<file path="config.mk">
export PLATFORM = sky130hd
export DESIGN_NAME = exu_flush_req_swc_flat
export DESIGN_NICKNAME = d
export VERILOG_FILES = /design/src/rtl/exu_flush_req_swc_if.sv /design/src/rtl/exu_flush_req_swc.sv /design/src/flat_wrapper.sv
export SDC_FILE = /design/constraint.sdc
export NUM_CORES = 1
export LEC_CHECK = 0
export BUFFER_PORTS_ARGS = -buffer_cell sky130_fd_sc_hd__buf_2
export CAP_MARGIN = 15
export CORE_AREA = 2 2 79 81
export CTS_CLUSTER_DIAMETER = 60
export DETAILED_ROUTE_END_ITERATION = 6
export DIE_AREA = 0 0 81 83
export PLACE_DENSITY = 0.82
export SLEW_MARGIN = 20
export SYNTH_ARGS = -nofsm -noshare
export SYNTH_HDL_FRONTEND = slang
export SYNTH_SLANG_ARGS = --single-unit
</file>
<file path="constraint.sdc">
create_clock -name hclk -period 2.5 [get_ports hclk]
set_clock_uncertainty 0.1 [all_clocks]
set_input_delay 0.375 -clock hclk [delete_from_list [all_inputs] [get_ports hclk]]
set_output_delay 0.375 -clock hclk [all_outputs]
set_load 0.03 [all_outputs]
</file>
<file path="src/rtl/exu_flush_req_swc_if.sv">
// Redirect-request bundle between the EXU and the flush-code producer.
// master drives requests, phase and stall feedback; slave returns the flush code and redirect target.
interface exu_flush_req_swc_if #(
  parameter int XLEN  = 32,
  parameter int CNT_W = 4
);
  logic [CNT_W-1:0] cycle_cnt;
  logic             flush_stall;
  logic             br_vld;
  logic [XLEN-1:0]  br_tgt;
  logic             jmp_vld;
  logic [XLEN-1:0]  jmp_tgt;
  logic             trap_vld;
  logic [XLEN-1:0]  trap_vec;
  logic [1:0]       flush;
  logic [XLEN-1:0]  flush_pc;
  logic             flush_pc_vld;
  logic             req_drop;

  modport master (
    output cycle_cnt, flush_stall, br_vld, br_tgt, jmp_vld, jmp_tgt, trap_vld, trap_vec,
    input  flush, flush_pc, flush_pc_vld, req_drop
  );

  modport slave (
    input  cycle_cnt, flush_stall, br_vld, br_tgt, jmp_vld, jmp_tgt, trap_vld, trap_vec,
    output flush, flush_pc, flush_pc_vld, req_drop
  );
endinterface

</file>
<file path="src/rtl/exu_flush_req_swc.sv">
// Picks one EXU redirect request (trap > jmp > br), holds its flush code until the sample phase.
// Optional perf counters (flush1_cnt, flush2_cnt, drop_cnt) are built when EXU_FLUSH_PERF_EN is defined.
module exu_flush_req_swc #(
  parameter int XLEN       = 32,
  parameter int CNT_W      = 4,
  parameter int SAMPLE_CNT = 4
) (
  input  logic                hclk,
  input  logic                hrstn,
  exu_flush_req_swc_if.slave  bus
`ifdef EXU_FLUSH_PERF_EN
  ,
  output logic [15:0]         flush1_cnt,
  output logic [15:0]         flush2_cnt,
  output logic [15:0]         drop_cnt
`endif
);

  localparam logic [1:0]       FLUSH_DISABLE = 2'd0;
  localparam logic [1:0]       FLUSH_CYCLE_1 = 2'd1;
  localparam logic [1:0]       FLUSH_CYCLE_2 = 2'd2;
  localparam int               WD_MAX        = 2 * SAMPLE_CNT + 2;
  localparam int               WD_W          = $clog2(WD_MAX + 1);
  localparam logic [WD_W-1:0]  WD_LAST       = WD_W'(WD_MAX - 1);
  localparam logic [CNT_W-1:0] SAMPLE        = CNT_W'(SAMPLE_CNT);

  typedef enum logic [1:0] {IDLE, ARMED, SHADOW} state_t;

  state_t            state;
  logic [1:0]        flush_q;
  logic [XLEN-1:0]   flush_pc_q;
  logic              flush_pc_vld_q;
  logic              req_drop_q;
  logic              pend_trap;
  logic              seen_stall;
  logic [WD_W-1:0]   wd_cnt;

  logic              any_req;
  logic              multi_req;
  logic              sample_pt;
  logic              consume;
  logic              take_trap;
  logic              drop_nxt;
  logic [1:0]        sel_code;
  logic [XLEN-1:0]   sel_pc;

  assign any_req   = bus.br_vld | bus.jmp_vld | bus.trap_vld;
  assign multi_req = (bus.br_vld & bus.jmp_vld) | (bus.br_vld & bus.trap_vld) |
                     (bus.jmp_vld & bus.trap_vld);
  assign sample_pt = (bus.cycle_cnt == SAMPLE);
  assign consume   = (state == ARMED) && sample_pt;

  // A trap is refused only when an older trap is still pending and not yet consumed.
  assign take_trap = bus.trap_vld && !((state == ARMED) && !sample_pt && pend_trap);

  always_comb begin
    sel_code = FLUSH_CYCLE_1;
    sel_pc   = bus.br_tgt;
    if (bus.trap_vld) begin
      sel_code = FLUSH_CYCLE_2;
      sel_pc   = bus.trap_vec;
    end else if (bus.jmp_vld) begin
      sel_code = FLUSH_CYCLE_2;
      sel_pc   = bus.jmp_tgt;
    end
  end

  always_comb begin
    drop_nxt = 1'b0;
    unique case (state)
      IDLE:    drop_nxt = multi_req;
      ARMED,
      SHADOW:  drop_nxt = take_trap ? multi_req : any_req;
      default: drop_nxt = 1'b0;
    endcase
  end

  always_ff @(posedge hclk or negedge hrstn) begin
    if (!hrstn) begin
      state          <= IDLE;
      flush_q        <= FLUSH_DISABLE;
      flush_pc_q     <= '0;
      flush_pc_vld_q <= 1'b0;
      req_drop_q     <= 1'b0;
      pend_trap      <= 1'b0;
      seen_stall     <= 1'b0;
      wd_cnt         <= '0;
    end else begin
      flush_pc_vld_q <= 1'b0;
      req_drop_q     <= drop_nxt;
      unique case (state)
        IDLE: begin
          if (any_req) begin
            state      <= ARMED;
            flush_q    <= sel_code;
            flush_pc_q <= sel_pc;
            pend_trap  <= bus.trap_vld;
          end
        end
        ARMED: begin
          if (sample_pt) begin
            state          <= SHADOW;
            flush_q        <= FLUSH_DISABLE;
            flush_pc_vld_q <= 1'b1;
            seen_stall     <= 1'b0;
            wd_cnt         <= '0;
          end
          if (take_trap) begin
            state      <= ARMED;
            flush_q    <= FLUSH_CYCLE_2;
            flush_pc_q <= bus.trap_vec;
            pend_trap  <= 1'b1;
          end
        end
        SHADOW: begin
          if (take_trap) begin
            state      <= ARMED;
            flush_q    <= FLUSH_CYCLE_2;
            flush_pc_q <= bus.trap_vec;
            pend_trap  <= 1'b1;
          end else if (seen_stall && !bus.flush_stall && !sample_pt) begin
            state <= IDLE;
          end else if (!seen_stall && !bus.flush_stall && (wd_cnt == WD_LAST)) begin
            // Downstream never acknowledged the flush; do not stay in the shadow forever.
            state <= IDLE;
          end else begin
            if (bus.flush_stall) seen_stall <= 1'b1;
            if (!seen_stall)     wd_cnt     <= wd_cnt + 1'b1;
          end
        end
        default: state <= IDLE;
      endcase
    end
  end

  assign bus.flush        = flush_q;
  assign bus.flush_pc     = flush_pc_q;
  assign bus.flush_pc_vld = flush_pc_vld_q;
  assign bus.req_drop     = req_drop_q;

`ifdef EXU_FLUSH_PERF_EN
  function automatic logic [15:0] sat_inc(input logic [15:0] v);
    return (v == 16'hFFFF) ? v : v + 16'd1;
  endfunction

  always_ff @(posedge hclk or negedge hrstn) begin
    if (!hrstn) begin
      flush1_cnt <= '0;
      flush2_cnt <= '0;
      drop_cnt   <= '0;
    end else begin
      if (consume && (flush_q == FLUSH_CYCLE_1)) flush1_cnt <= sat_inc(flush1_cnt);
      if (consume && (flush_q == FLUSH_CYCLE_2)) flush2_cnt <= sat_inc(flush2_cnt);
      if (drop_nxt)                              drop_cnt   <= sat_inc(drop_cnt);
    end
  end
`endif

endmodule
</file>
<file path="src/flat_wrapper.sv">
// flat-port wrapper written by rule: the top's interface ports become plain ports
module exu_flush_req_swc_flat 
#(
  parameter int XLEN       = 32,
  parameter int CNT_W      = 4,
  parameter int SAMPLE_CNT = 4
)
  (hclk, hrstn, bus_cycle_cnt, bus_flush_stall, bus_br_vld, bus_br_tgt, bus_jmp_vld, bus_jmp_tgt, bus_trap_vld, bus_trap_vec, bus_flush, bus_flush_pc, bus_flush_pc_vld, bus_req_drop);
  exu_flush_req_swc_if #(.XLEN(XLEN), .CNT_W(CNT_W)) bus_i ();
  input  logic hclk;
  input  logic hrstn;
  input wire logic [$bits(bus_i.cycle_cnt)-1:0] bus_cycle_cnt;
  input wire logic [$bits(bus_i.flush_stall)-1:0] bus_flush_stall;
  input wire logic [$bits(bus_i.br_vld)-1:0] bus_br_vld;
  input wire logic [$bits(bus_i.br_tgt)-1:0] bus_br_tgt;
  input wire logic [$bits(bus_i.jmp_vld)-1:0] bus_jmp_vld;
  input wire logic [$bits(bus_i.jmp_tgt)-1:0] bus_jmp_tgt;
  input wire logic [$bits(bus_i.trap_vld)-1:0] bus_trap_vld;
  input wire logic [$bits(bus_i.trap_vec)-1:0] bus_trap_vec;
  output wire logic [$bits(bus_i.flush)-1:0] bus_flush;
  output wire logic [$bits(bus_i.flush_pc)-1:0] bus_flush_pc;
  output wire logic [$bits(bus_i.flush_pc_vld)-1:0] bus_flush_pc_vld;
  output wire logic [$bits(bus_i.req_drop)-1:0] bus_req_drop;
  assign bus_i.cycle_cnt = bus_cycle_cnt;
  assign bus_i.flush_stall = bus_flush_stall;
  assign bus_i.br_vld = bus_br_vld;
  assign bus_i.br_tgt = bus_br_tgt;
  assign bus_i.jmp_vld = bus_jmp_vld;
  assign bus_i.jmp_tgt = bus_jmp_tgt;
  assign bus_i.trap_vld = bus_trap_vld;
  assign bus_i.trap_vec = bus_trap_vec;
  assign bus_flush = bus_i.flush;
  assign bus_flush_pc = bus_i.flush_pc;
  assign bus_flush_pc_vld = bus_i.flush_pc_vld;
  assign bus_req_drop = bus_i.req_drop;
  exu_flush_req_swc #(.XLEN(XLEN), .CNT_W(CNT_W), .SAMPLE_CNT(SAMPLE_CNT)) u_core (.hclk(hclk), .hrstn(hrstn), .bus(bus_i));
endmodule
</file>
* Word-level counts from Yosys, hierarchy flattened *
Cells that the tools add are included.

storage, ports and cells
  output and inout bits = 36
  input bits = 106
  bits in registers = 44
  logic and storage cells = 90

operators by class
  add/sub/neg operators = 1
  equal/unequal tests = 15
  mux-type cells = 38
  bitwise operators = 7
  reduce and logical (&&, ||, !) cells = 21

operator list
  kind                   count
  $mux W32               4
  $pmux W32 S2           1
  $mux W2                12
  $mux W4                5
  $pmux W2 S3            2
  $reduce_and A6 Y1      2
  $mux W1                10
  $ne A2 B2 Y1 const B   5
  $ne A2 B1 Y1 const B   4
  $pmux W4 S2            1
  $logic_and A1 B1 Y1    7
  $pmux W1 S2            3
  $reduce_and A3 Y1      2
  $add A4 B1 Y4 const B  1
  $eq A4 B3 Y1 const B   1
  $eq A4 B4 Y1 const B   1
  $logic_not A1 Y1       4
  $ne A4 B1 Y1 const B   1
  $or A1 B1 Y1           4
  $reduce_and A4 Y1      1
  $reduce_bool A2 Y1     2
  $and A1 B1 Y1          3
  $ne A3 B1 Y1 const B   1
  $reduce_bool A3 Y1     1
  other kinds (4)        4

* Logic depth before layout (Yosys ltp) *
  word-level depth = 8
  depth in mapped cells = 9
  gate-level depth less buffers = 7

* Worst setup path after synthesis *
OpenSTA, ideal clock, no wires.

  path type = register -> register
  start point = register u_core.state[1]
  end point = register u_core.flush_q[0] (netlist: u_core.bus.flush[0])
  arrival time = 1.681 ns
  path slack = 0.595 ns
  period minus slack after synthesis = 1.905 ns
  buffers on the path = 0
  setup time = 0.125 ns
  data required time = 2.275 ns
  stages on the path, launching flop included = 8
  path through = dfrtp_1 > inv_1 > ha_1 > nand2_1 > o21ai_0 > o21ai_0 > nand2_1 > mux2_2

between the ends
  longest elaborated chain between the ends = 7
  elaborated cells between the ends (all ways) = 14
  those cells by class = eq/ne (5); mux (2); reduce/logical (7)

RTL lines
  what                                                        RTL line                  source
  from (decl)                                                 exu_flush_req_swc.sv:29   state_t state;
  from (signal assigned)                                      exu_flush_req_swc.sv:80   state <= IDLE;
  from (signal assigned)                                      exu_flush_req_swc.sv:94   state <= ARMED;
  from (signal assigned)                                      exu_flush_req_swc.sv:102  state <= SHADOW;
  $eq A2 B1 Y1                                                n/a
  $logic_and A1 B1 Y1 (2 in series)                           exu_flush_req_swc.sv:54   assign take_trap = bus.trap_vld && !((state == ARMED) && !sample_pt && pend_trap);
  $logic_not A1 Y1                                            exu_flush_req_swc.sv:54
  $logic_and A1 B1 Y1                                         exu_flush_req_swc.sv:54
  $ne A3 B1 Y1 (no line) (tied with other cells)              n/a
  $reduce_and A4 Y1 (no line) or $pmux W2 S3 (tied branches)  n/a
  to (signal assigned)                                        exu_flush_req_swc.sv:95   flush_q <= sel_code;
  to (decl)                                                   exu_flush_req_swc.sv:30   logic [1:0] flush_q;

Parallel ways exist; a longest one is shown, timed or not.
A chain may end at the register's enable or synchronous reset.

* Worst setup path after layout *
Same ends and word-level chain as after synthesis.

==> report_table.html <==
<table>
<tr><th>Metric</th><th>Value</th></tr>
<tr><th colspan="2">Floorplanning</th></tr>
<tr><td>Number of primary I/O pins</td><td>roughly 140</td></tr>
<tr><td>Die outline area</td><td>a little under 7000 um^2</td></tr>
<tr><td>Starting density of the core</td><td>between 40 and 50%</td></tr>
<tr><td>Height of the die</td><td>approximately 83 um</td></tr>
<tr><td>Area inside the core boundary</td><td>between 5000 and 6000 um^2</td></tr>
<tr><td>Die extent in x</td><td>approximately 81 um</td></tr>
<tr><td>Number of core rows</td><td>28</td></tr>
<tr><th colspan="2">Power</th></tr>
<tr><td>Clock Power Share</td><td>between 10% and 20%</td></tr>
<tr><td>Proportion of power drawn by flip-flops and latches</td><td>a little under a third</td></tr>
<tr><td>Power after layout</td><td>between 3 and 4 mW</td></tr>
<tr><td>Net load switching power</td><td>~1.9 mW</td></tr>
<tr><td>Combinational group share of total power</td><td>between 50% and 60%</td></tr>
<tr><td>Leak pwr</td><td>about 1.7 nW</td></tr>
<tr><td>Switching share of power</td><td>roughly half</td></tr>
<tr><td>Cell area power density</td><td>about 1200 nW/um^2</td></tr>
<tr><td>Cell Int Power</td><td>about 2.0 mW</td></tr>
<tr><td>Peak ir drop on the vdd network</td><td>roughly 640 uV</td></tr>
<tr><th colspan="2">Finish</th></tr>
<tr><td>Layout cell share with drive strength beyond 1</td><td>between 30% and 40%</td></tr>
<tr><td>Most frequent cells in the layout</td><td>buf_2, nand2_1, o21ai_0, dfrtp_1, mux2i_1</td></tr>
<tr><td>Multi-input logic area</td><td>1360 um^2</td></tr>
<tr><td>Layout Cells excl Fill</td><td>505</td></tr>
<tr><td>Most common library cell in the layout ignoring fill and taps</td><td>buf_2</td></tr>
<tr><td>Area occupied by registers</td><td>approximately 1100 um^2</td></tr>
<tr><td>Number of antenna repair diodes</td><td>0</td></tr>
<tr><td># fillers</td><td>551</td></tr>
<tr><td>Final Instance Area</td><td>between 3000 and 4000 um^2</td></tr>
<tr><td>Synth-to-layout area growth</td><td>33.9%</td></tr>
<tr><td>Nets</td><td>541</td></tr>
<tr><th colspan="2">Routing</th></tr>
<tr><td>WL met1</td><td>around 2500 um</td></tr>
<tr><td>DRC violation count after routing</td><td>0</td></tr>
<tr><td>Routed wire length</td><td>a little over 6000 um</td></tr>
<tr><td>Met2 layer wire length in the routed design</td><td>around 3200 um</td></tr>
<tr><td>Via count</td><td>between 2,000 and 3,000</td></tr>
<tr><td>WL per Instance</td><td>about 12 um</td></tr>
<tr><td>Routed wl met3</td><td>between 400 and 500 um</td></tr>
<tr><td>Top sig layer</td><td>met4</td></tr>
<tr><td>Detailed-route vias per instance</td><td>a little over 5</td></tr>
<tr><td>First DRT Iteration DRCs</td><td>~130</td></tr>
<tr><td>Final ANT Viol Nets</td><td>0</td></tr>
<tr><td>Detailed Routing Iterations Pass 1</td><td>4</td></tr>
<tr><th colspan="2">Clocking</th></tr>
<tr><td>Sinks on Clock Net</td><td>44</td></tr>
<tr><td>Clock latency on the worst-skew pair</td><td>between 200 and 300 ps</td></tr>
<tr><td>Clock tree root driver cell</td><td>clkbuf_8</td></tr>
<tr><td>Clock tree from TritonCTS</td><td>yes</td></tr>
<tr><td>Number of hold buffers added after CTS</td><td>0</td></tr>
<tr><td>Deepest clock path buffer count</td><td>2</td></tr>
<tr><td>Count of buffers added by post-CTS timing repair for setup</td><td>0</td></tr>
<tr><td>Quantity of gates resized following cts</td><td>0</td></tr>
<tr><td>Clk slew on worst S/H paths</td><td>~80 ps</td></tr>
<tr><td>Clock buffer count from CTS</td><td>5</td></tr>
<tr><td>CTS H-tree depth</td><td>2</td></tr>
<tr><th colspan="2">Worst setup path</th></tr>
<tr><td>Reg2Reg Setup Slack</td><td>around 270 ps</td></tr>
<tr><td>Data arrival time of the critical path</td><td>roughly 2300 ps</td></tr>
<tr><td>Destination of the worst register-to-register timing path</td><td>u_core.bus.flush[0]</td></tr>
<tr><td>Worst setup SP type</td><td>register</td></tr>
<tr><td>Count of cells along the worst register-to-register path</td><td>7</td></tr>
<tr><td>Critical path data required time</td><td>about 2600 ps</td></tr>
<tr><td>Worst Setup End Kind</td><td>register</td></tr>
<tr><td>Worst Path Max Fanout</td><td>8</td></tr>
<tr><td>Critical Setup Path Class</td><td>reg2reg</td></tr>
<tr><td>Launch instance of the worst register-to-register path</td><td>u_core.state[1]</td></tr>
<tr><th colspan="2">Placement</th></tr>
<tr><td>I/O Buffers</td><td>about 140</td></tr>
<tr><td>Instance area at placement</td><td>roughly 3300 um^2</td></tr>
<tr><td>HPWL after detailed placement</td><td>4810 um</td></tr>
<tr><td>Weighted congestion at the end of routability-driven global placement</td><td>0.886</td></tr>
<tr><td>Dpl cells</td><td>497</td></tr>
<tr><td>Worst setup timing slack at the placement stage</td><td>between 200 and 300 ps</td></tr>
<tr><th colspan="2">Run status</th></tr>
<tr><td>Run status</td><td>completed</td></tr>
<tr><th colspan="2">Synthesis</th></tr>
<tr><td>Dominant cell type by area after synthesis</td><td>dfrtp_1</td></tr>
<tr><td>Post-synth net total</td><td>between 400 and 500</td></tr>
<tr><td>Synthesized netlist cell count</td><td>297</td></tr>
<tr><td>Area of the mapped netlist</td><td>2550 um^2</td></tr>
<tr><td>Library cells used by synthesis</td><td>34</td></tr>
<tr><td>Number of warning messages in the yosys log</td><td>0</td></tr>
<tr><td>Number of storage elements in the synthesis netlist</td><td>44</td></tr>
<tr><td>Portion of the post-synthesis area used by sequential elements</td><td>~43%</td></tr>
<tr><td>Syn_area_per_cell</td><td>around 8.6 um^2</td></tr>
<tr><td>Largest cells by area after synthesis</td><td>dfrtp_1, o21ai_0, mux2i_1</td></tr>
<tr><td>Area share of the leading cell type in the synthesized netlist</td><td>between 40% and 50%</td></tr>
<tr><th colspan="2">GRT</th></tr>
<tr><td>Pin count of the biggest net entering global routing</td><td>47</td></tr>
<tr><td>Vias in the first global route</td><td>~2,400</td></tr>
<tr><td>Initial antenna violation count</td><td>0</td></tr>
<tr><td>Global-route wire length before repair</td><td>about 10,000 um</td></tr>
<tr><td>Tot GR Track Use</td><td>between 10% and 20%</td></tr>
<tr><td>Congestion Overflow GR</td><td>0</td></tr>
<tr><th colspan="2">Timing</th></tr>
<tr><td>Highest clock frequency the design can meet</td><td>approximately 0.45 GHz</td></tr>
<tr><td>Final Cycle Share</td><td>between 80% and 90%</td></tr>
<tr><td>RSZ-0062 raised after global routing</td><td>no</td></tr>
<tr><td>Final slew viol count</td><td>0</td></tr>
<tr><td>Worst-margin pin slew</td><td>between 900 and 1000 ps</td></tr>
<tr><td>Final worst path period need</td><td>2230 ps</td></tr>
<tr><td>Number of hold-slack violations in the final timing report</td><td>0</td></tr>
<tr><td>Worst-case headroom to the max-slew limit</td><td>between 30% and 40%</td></tr>
<tr><td>Final setup fails</td><td>0</td></tr>
<tr><td>Setup tns final</td><td>0 ps</td></tr>
<tr><td>Min setup slack post-route</td><td>roughly 270 ps</td></tr>
<tr><th colspan="2">Job</th></tr>
<tr><td>Reported max-cap violation count</td><td>0</td></tr>
<tr><th colspan="2">Min path</th></tr>
<tr><td>Hold Crit Class</td><td>in2async</td></tr>
</table>
==> Yosys cell counts, drive strengths merged <==
library cell  number
nand2b             1
a211o              3
nor3               3
nor4b              1
or4                1
o22ai              3
inv                6
o311ai             2
nand2             75
clkbuf            10
buf               10
and3               1
a211oi             1
mux2i             32
dfrtp             44
and2               1
nor3b              1
a31oi              1
nor2               6
nand4              1
o21a               1
a21oi              5
nor4               1
o311a              1
o21ai             68
ha                 6
o31ai              2
nand4b             2
nor2b              1
nand3b             2
mux2               2
and4b              1
nand3              2
==> area by class of cell <==
type,count,area share [%]
multi-input combinational,227,39.8
sequential,44,32.2
timing repair buffer,145,21.9
tap,75,2.75
clock buffer,8,2.64
inverter,6,0.659
==> registers in the layout (all words and copies together), names as in the netlist <==
name / count
u_core.bus.flush: 2
u_core.bus.flush_pc: 32
u_core.bus.flush_pc_vld: 1
u_core.bus.req_drop: 1
u_core.pend_trap: 1
u_core.seen_stall: 1
u_core.state: 2
u_core.wd_cnt: 4
==> cells by family after synthesis <==
| kind of cell | Yosys count | synth area share (%) |
|---|---|---|
| buf+inv | 26 | 4.22 |
| mux | 34 | 13.4 |
| flops | 44 | 43.2 |
| compound gates | 87 | 18.6 |
| fa+ha+maj | 6 | 2.94 |
| simple gates | 100 | 17.7 |
==> power groups by stage <==
stage | clock network (mW) | logic [mW] | registers (mW)
detailed placement | 0 | 2.32 | 1.23
floorplan | 0 | 1.04 | 1.81
global placement | 0 | 2.25 | 1.22
CTS | 0.463 | 2.31 | 1.23
finish | 0.448 | 2.28 | 1.22
global route | 0.504 | 2.52 | 1.27
==> critical path: stages (launching register included) <==
cell	delay, ps
dfrtp_1	400
inv_1	100
ha_1	320
nand2_1	110
o21ai_0	440
o21ai_0	170
nand2_1	140
mux2_2	330
==> through the flow <==
stage / util, % / hold slack (ps)
2_1_floorplan: - / -20.6
3_3_place_gp: 57.2 / 358
3_5_place_dp: 57.2 / 365
4_1_cts: 58.8 / 164
5_1_grt: 58.8 / 202
6_report: 58.8 / 120
==> layer usage <==
metal / global-route usage, % / vias up
met5: 0 / -
met4: 4.78 / 0
met3: 4.89 / 10
met2: 35.3 / 87
met1: 20.8 / 1153
li1: - / 1297
==> how the worst max path moves through the flow <==
stage                     start                  end  cells after the start  slack (ps)
4_1_cts         u_core.state[1]  u_core.bus.flush[0]                      7         290
2_1_floorplan   u_core.state[1]  u_core.bus.flush[0]                      7         590
5_1_grt         u_core.state[1]  u_core.bus.flush[1]                      7          70
3_5_place_dp    u_core.state[1]  u_core.bus.flush[0]                      7         290
3_3_place_gp   bus_cycle_cnt[3]     u_core.wd_cnt[3]                      6         470
6_report        u_core.state[1]  u_core.bus.flush[0]                      7         270
Note: power is estimated with default switching activity, not from simulation.
